## src/rtl/alu_pkg.sv

```systemverilog
// rtl/alu_pkg.sv - ALU func codes, MIPS opcode/funct constants and issue FSM states
package alu_pkg;

  localparam logic [2:0] FUNC_ADD  = 3'd0;
  localparam logic [2:0] FUNC_SUB  = 3'd1;
  localparam logic [2:0] FUNC_AND  = 3'd2;
  localparam logic [2:0] FUNC_OR   = 3'd3;
  localparam logic [2:0] FUNC_NOR  = 3'd4;
  localparam logic [2:0] FUNC_IDLE = 3'd7;

  localparam logic [5:0] OP_RTYPE = 6'h00;
  localparam logic [5:0] OP_BEQ   = 6'h04;
  localparam logic [5:0] OP_ADDI  = 6'h08;
  localparam logic [5:0] OP_ANDI  = 6'h0C;
  localparam logic [5:0] OP_ORI   = 6'h0D;

  localparam logic [5:0] FN_ADD = 6'h20;
  localparam logic [5:0] FN_SUB = 6'h22;
  localparam logic [5:0] FN_AND = 6'h24;
  localparam logic [5:0] FN_OR  = 6'h25;
  localparam logic [5:0] FN_NOR = 6'h27;

  typedef enum logic [1:0] {
    ST_IDLE = 2'd0,
    ST_EXEC = 2'd1,
    ST_RESP = 2'd2
  } state_t;

endpackage

```

## src/rtl/alu_op_decode.sv

```systemverilog
// rtl/alu_op_decode.sv - combinational opcode/funct/imm decode to ALU func and b operand
// Unknown opcodes or R-type functs yield FUNC_IDLE so the ALU produces zero.
module alu_op_decode
  import alu_pkg::*;
#(
  parameter int SIZE = 32
) (
  input  logic [5:0]      i_opcode,
  input  logic [5:0]      i_funct,
  input  logic [SIZE-1:0] i_rt_val,
  input  logic [15:0]     i_imm,
  output logic [2:0]      o_func,
  output logic [SIZE-1:0] o_b,
  output logic            o_is_beq,
  output logic            o_illegal
);

  logic [SIZE-1:0] w_imm_sext;
  logic [SIZE-1:0] w_imm_zext;

  assign w_imm_sext = {{(SIZE-16){i_imm[15]}}, i_imm};
  assign w_imm_zext = {{(SIZE-16){1'b0}}, i_imm};

  always_comb begin
    o_func    = FUNC_IDLE;
    o_b       = i_rt_val;
    o_is_beq  = 1'b0;
    o_illegal = 1'b0;
    case (i_opcode)
      OP_RTYPE: begin
        case (i_funct)
          FN_ADD:  o_func = FUNC_ADD;
          FN_SUB:  o_func = FUNC_SUB;
          FN_AND:  o_func = FUNC_AND;
          FN_OR:   o_func = FUNC_OR;
          FN_NOR:  o_func = FUNC_NOR;
          default: o_illegal = 1'b1;
        endcase
      end
      OP_ADDI: begin
        o_func = FUNC_ADD;
        o_b    = w_imm_sext;
      end
      OP_ANDI: begin
        o_func = FUNC_AND;
        o_b    = w_imm_zext;
      end
      OP_ORI: begin
        o_func = FUNC_OR;
        o_b    = w_imm_zext;
      end
      OP_BEQ: begin
        o_func   = FUNC_SUB;
        o_is_beq = 1'b1;
      end
      default: o_illegal = 1'b1;
    endcase
  end

endmodule

```

## src/rtl/alu_issue_ctrl.sv

```systemverilog
// rtl/alu_issue_ctrl.sv - issues one decoded op to an external ALU and buffers its response
// Three-state walk IDLE -> EXEC -> RESP; operands stay frozen between accepts.
module alu_issue_ctrl
  import alu_pkg::*;
#(
  parameter int SIZE = 32
) (
  input  logic            clk,
  input  logic            rst,
  input  logic            req_valid,
  output logic            req_ready,
  input  logic [5:0]      req_opcode,
  input  logic [5:0]      req_funct,
  input  logic [SIZE-1:0] req_rs_val,
  input  logic [SIZE-1:0] req_rt_val,
  input  logic [15:0]     req_imm,
  output logic [SIZE-1:0] alu_a,
  output logic [SIZE-1:0] alu_b,
  output logic [2:0]      alu_func,
  input  logic [SIZE-1:0] alu_out,
  input  logic            alu_zero,
  output logic            rsp_valid,
  input  logic            rsp_ready,
  output logic [SIZE-1:0] rsp_result,
  output logic            rsp_zero,
  output logic            rsp_branch_taken,
  output logic            rsp_illegal
);

  state_t          r_state;
  state_t          w_next;
  logic            w_accept;
  logic            w_capture;

  logic [2:0]      w_dec_func;
  logic [SIZE-1:0] w_dec_b;
  logic            w_dec_is_beq;
  logic            w_dec_illegal;

  logic [SIZE-1:0] r_alu_a;
  logic [SIZE-1:0] r_alu_b;
  logic [2:0]      r_alu_func;
  logic            r_is_beq;
  logic            r_illegal;

  logic [SIZE-1:0] r_rsp_result;
  logic            r_rsp_zero;
  logic            r_rsp_taken;
  logic            r_rsp_illegal;

  alu_op_decode #(.SIZE(SIZE)) u_decode (
    .i_opcode  (req_opcode),
    .i_funct   (req_funct),
    .i_rt_val  (req_rt_val),
    .i_imm     (req_imm),
    .o_func    (w_dec_func),
    .o_b       (w_dec_b),
    .o_is_beq  (w_dec_is_beq),
    .o_illegal (w_dec_illegal)
  );

  always_ff @(posedge clk) begin
    if (rst) begin
      r_state <= ST_IDLE;
    end else begin
      r_state <= w_next;
    end
  end

  always_comb begin
    w_next    = r_state;
    w_accept  = 1'b0;
    w_capture = 1'b0;
    case (r_state)
      ST_IDLE: begin
        if (req_valid) begin
          w_accept = 1'b1;
          w_next   = ST_EXEC;
        end
      end
      ST_EXEC: begin
        w_capture = 1'b1;
        w_next    = ST_RESP;
      end
      ST_RESP: begin
        if (rsp_ready) begin
          w_next = ST_IDLE;
        end
      end
      default: w_next = ST_IDLE;
    endcase
  end

  always_ff @(posedge clk) begin
    if (rst) begin
      r_alu_a    <= '0;
      r_alu_b    <= '0;
      r_alu_func <= FUNC_IDLE;
      r_is_beq   <= 1'b0;
      r_illegal  <= 1'b0;
    end else if (w_accept) begin
      r_alu_a    <= req_rs_val;
      r_alu_b    <= w_dec_b;
      r_alu_func <= w_dec_func;
      r_is_beq   <= w_dec_is_beq;
      r_illegal  <= w_dec_illegal;
    end
  end

  // Illegal ops never count as taken branches even though the ALU reports zero.
  always_ff @(posedge clk) begin
    if (rst) begin
      r_rsp_result  <= '0;
      r_rsp_zero    <= 1'b0;
      r_rsp_taken   <= 1'b0;
      r_rsp_illegal <= 1'b0;
    end else if (w_capture) begin
      r_rsp_result  <= alu_out;
      r_rsp_zero    <= alu_zero;
      r_rsp_taken   <= r_is_beq & alu_zero & ~r_illegal;
      r_rsp_illegal <= r_illegal;
    end
  end

  assign req_ready        = (r_state == ST_IDLE);
  assign rsp_valid        = (r_state == ST_RESP);
  assign alu_a            = r_alu_a;
  assign alu_b            = r_alu_b;
  assign alu_func         = r_alu_func;
  assign rsp_result       = r_rsp_result;
  assign rsp_zero         = r_rsp_zero;
  assign rsp_branch_taken = r_rsp_taken;
  assign rsp_illegal      = r_rsp_illegal;

endmodule

```

## config.mk

```make
export PLATFORM = sky130hd
export DESIGN_NAME = alu_issue_ctrl
export DESIGN_NICKNAME = d
export VERILOG_FILES = /design/src/rtl/alu_pkg.sv /design/src/rtl/alu_op_decode.sv /design/src/rtl/alu_issue_ctrl.sv
export SDC_FILE = /design/constraint.sdc
export NUM_CORES = 1
export LEC_CHECK = 0
export CORE_MARGIN = 4
export CORE_UTILIZATION = 42
export DETAILED_ROUTE_END_ITERATION = 16
export MAX_ROUTING_LAYER = met4
export PLACE_DENSITY = 0.95
export SETUP_SLACK_MARGIN = 0.1
export SLEW_MARGIN = 25
export SYNTH_ARGS = -nofsm -noshare
export SYNTH_HDL_FRONTEND = slang
export SYNTH_HIERARCHICAL = 1
export SYNTH_SLANG_ARGS = --single-unit
```

## constraint.sdc

```tcl
create_clock -name clk -period 2.1 [get_ports clk]
set_input_delay 0.42 -clock clk [delete_from_list [all_inputs] [get_ports clk]]
set_output_delay 0.42 -clock clk [all_outputs]
set_load 0.005 [all_outputs]
```

==> flow_metrics.py <==
metrics = {
    "run_status": {
        "status": "finished, final reports clean",
    },
    "setup_path": {
        "crit_path_max_incr_delay_ps": 540,
        "crit_required_ps": 1680,
        "arrival_ps": 1500,
        "end_kind": "output pin",
        "path_max_fanout": 6,
        "crit_buf_inv": 1,
        "start_kind": "flop",
        "crit_chain": "nor2b_2 > clkdlybuf4s50_1",
        "slowest_stage": "clkdlybuf4s50_1",
        "critPathKind": "flop to output pin",
        "crit_family": "buffers and inverters",
    },
    "timing": {
        "timing.fmax_mhz": 521,
        "rsz0062_at_grt": "false",
        "slew_headroom_pct": 72.4,
        "clock_skew_ps": 8.70,
        "setup_tns_ps": 0,
        "slew_violations": 0,
        "setup_violations": 0,
        "tightest_slew_ps": 414,
        "min_period_ps": 1920,
        "hold_viol": 0,
        "period_share_pct": 91.4,
    },
    "clocking": {
        "clkTransAtPathRegs_ps": 100,
        "cts_sinks": 106,
        "cts_buffer_depth": 2,
        "cts_buffers": 9,
        "cts_tree": "yes",
        "cts-hold-fix-buffers": 0,
        "cts-root-buf": "clkbuf_8",
        "clk_latency_ps": 370,
        "cts.htree.levels": 3,
    },
    "final_layout": {
        "area_growth_pct": 59.8,
        "n_antenna_cell": 0,
        "fillCellCount": 734,
        "mostFrequentLayoutCells": "231 x clkdlybuf4s50_1, 203 x nand2_1, 105 x dfxtp_1, 102 x a21oi_1, 16 x a21o_1",
        "layout_commonest_cell": "clkdlybuf4s50_1",
        "layout.nets": 866,
        "final_cells": 875,
        "postLayoutCoreUtil_pct": 69.6,
        "drive_above_1_share_pct": 7.68,
    },
    "yosys": {
        "synth_edf_count": 0,
        "ys_seq_area_share_pct": 49.4,
        "ys_types": 33,
        "synth_cells": 523,
        "synth_area_um2": 4300,
        "ys_ff_latch": 106,
        "synth_area_per_cell_um2": 8.22,
        "synth_ff_type": "dfxtp_1",
        "syn_nets": 652,
        "synthArstFlopShare_pct": 0,
        "yosys_warnings": 6,
    },
    "floorplan": {
        "initial_utilization_pct": 43.6,
        "die_h_um": 109,
        "die_area_um2": 11900,
        "rows": 36,
        "core_um2": 9860,
        "io-pin-count": 233,
        "die_x_um": 109,
    },
    "power": {
        "power.leakage_nw": 2.61,
        "fin_total_pwr_mw": 4.26,
        "powerDensity_nw_per_um2": 621,
        "vdd_drop_max_v": 0.000423,
    },
    "placed_design": {
        "dpl.hpwl_mm": 10.5,
        "dpl.cell_count": 859,
        "portBuffers": 232,
        "routabilityCongestion": 0.746,
    },
    "global_routing": {
        "grt_start_max_net_pins": 74,
        "grt_overflow": 0,
        "antenna_found_initial": 0,
        "grt_pass1_wl_mm": 21.5,
        "grt_pass1_vias": 4474,
        "grt_usage_pct": 23.5,
    },
    "hold_path": {
        "hold_path.class": "flop to flop",
    },
    "run": {
        "drv_cap": 0,
    },
    "route": {
        "wl_per_cell_um": 15.9,
        "vias": 4423,
        "drt-initial-drc-count": 255,
        "avgViaCountPerCell": 5.05,
        "drtPass1Iterations": 4,
        "wirelength_mm": 13.9,
        "drc_errors": 0,
        "ant_nets": 0,
    },
}
## kinds of logic after synthesis
logic type / after synthesis / share of synthesized area [%]
buf+inv: 40 / 6.11
compound gates: 126 / 15.9
mux: 16 / 5.41
flops: 106 / 49.4
simple gates: 235 / 23.2
## sequential cells by signal, indices dropped and copies added (netlist names)
name and count:
alu_a 32, alu_b 32, rsp_result 32, alu_func 3, r_state 2, r_illegal 1, r_is_beq 1, rsp_branch_taken 1
rsp_illegal 1, rsp_zero 1
## final cells by class
type	instances	area [um^2]	area share [%]
clock buffers	10	138	2.00
flip-flops and latches	106	2120	30.9
repair buffers	243	2480	36.1
well taps	133	166	2.42
multi-input cells	377	1930	28.0
clock inverters	6	40.0	0.583
## worst min-delay path: stages, from the launching register on
cell and delay (ps):
dfxtp_1 320, nand2_1 50, a21oi_1 50
## final timing paths
| check | from | to | slack (ps) | cells after the start |
|---|---|---|---|---|
| worst min-delay path | rsp_zero$_SDFFE_PP0N_ | rsp_zero$_SDFFE_PP0N_ | 460 | 2 |
| worst max register to register | r_state[0]$_SDFFE_PP0P_ | alu_b[9]$_SDFFE_PP0P_ | 610 | 4 |
| worst max-delay path | r_state[1]$_SDFFE_PP0P_ | rsp_valid | 180 | 2 |
| worst min register to register | rsp_zero$_SDFFE_PP0N_ | rsp_zero$_SDFFE_PP0N_ | 460 | 2 |
## metal layers
metal / vias up / wire [um] / track usage, %
met5: - / 0 / -
met4: 0 / 427 / 9.53
met3: 38 / 1270 / 5.98
met2: 206 / 7030 / 41.5
met1: 2035 / 5210 / 25.0
li1: 2144 / - / -
## through the flow
stage,hold slack (ps),cell area (um^2),setup WS (ps)
global placement,441,6690,24.4
detailed placement,446,6690,-33.4
floorplan,437,4300,556
finish,458,6870,180
global route,479,6870,111
CTS,461,6870,143
## power breakdown
group | leakage (nW) | switching (mW) | internal (mW)
Combinational | 1.65 | 0.355 | 0.545
Clock | 0.0928 | 0.705 | 0.467
Sequential | 0.868 | 0.0663 | 2.13
Total | 2.61 | 1.13 | 3.14
## synthesized netlist by cell type (3+ instances only)
cell,instances,area share (%)
nor3_2,3,0.70
buf_4,3,0.52
a21o_1,16,2.8
nor2b_1,4,0.58
dfxtp_1,106,49
a21oi_1,102,12
clkbuf_1,11,0.96
mux2_4,14,4.9
buf_6,11,2.9
nand2_1,203,18
nor3_1,3,0.35
buf_2,15,1.7
nor2_1,6,0.52
## repair_timing
action / 4_1_cts / 5_1_grt
setup buffers: 0 / 0
pin swaps: 0 / 0
setup endpoints to repair: 1 / 1
resized for setup: 1 / 1
No activity file was read; power rests on OpenSTA's default activity.
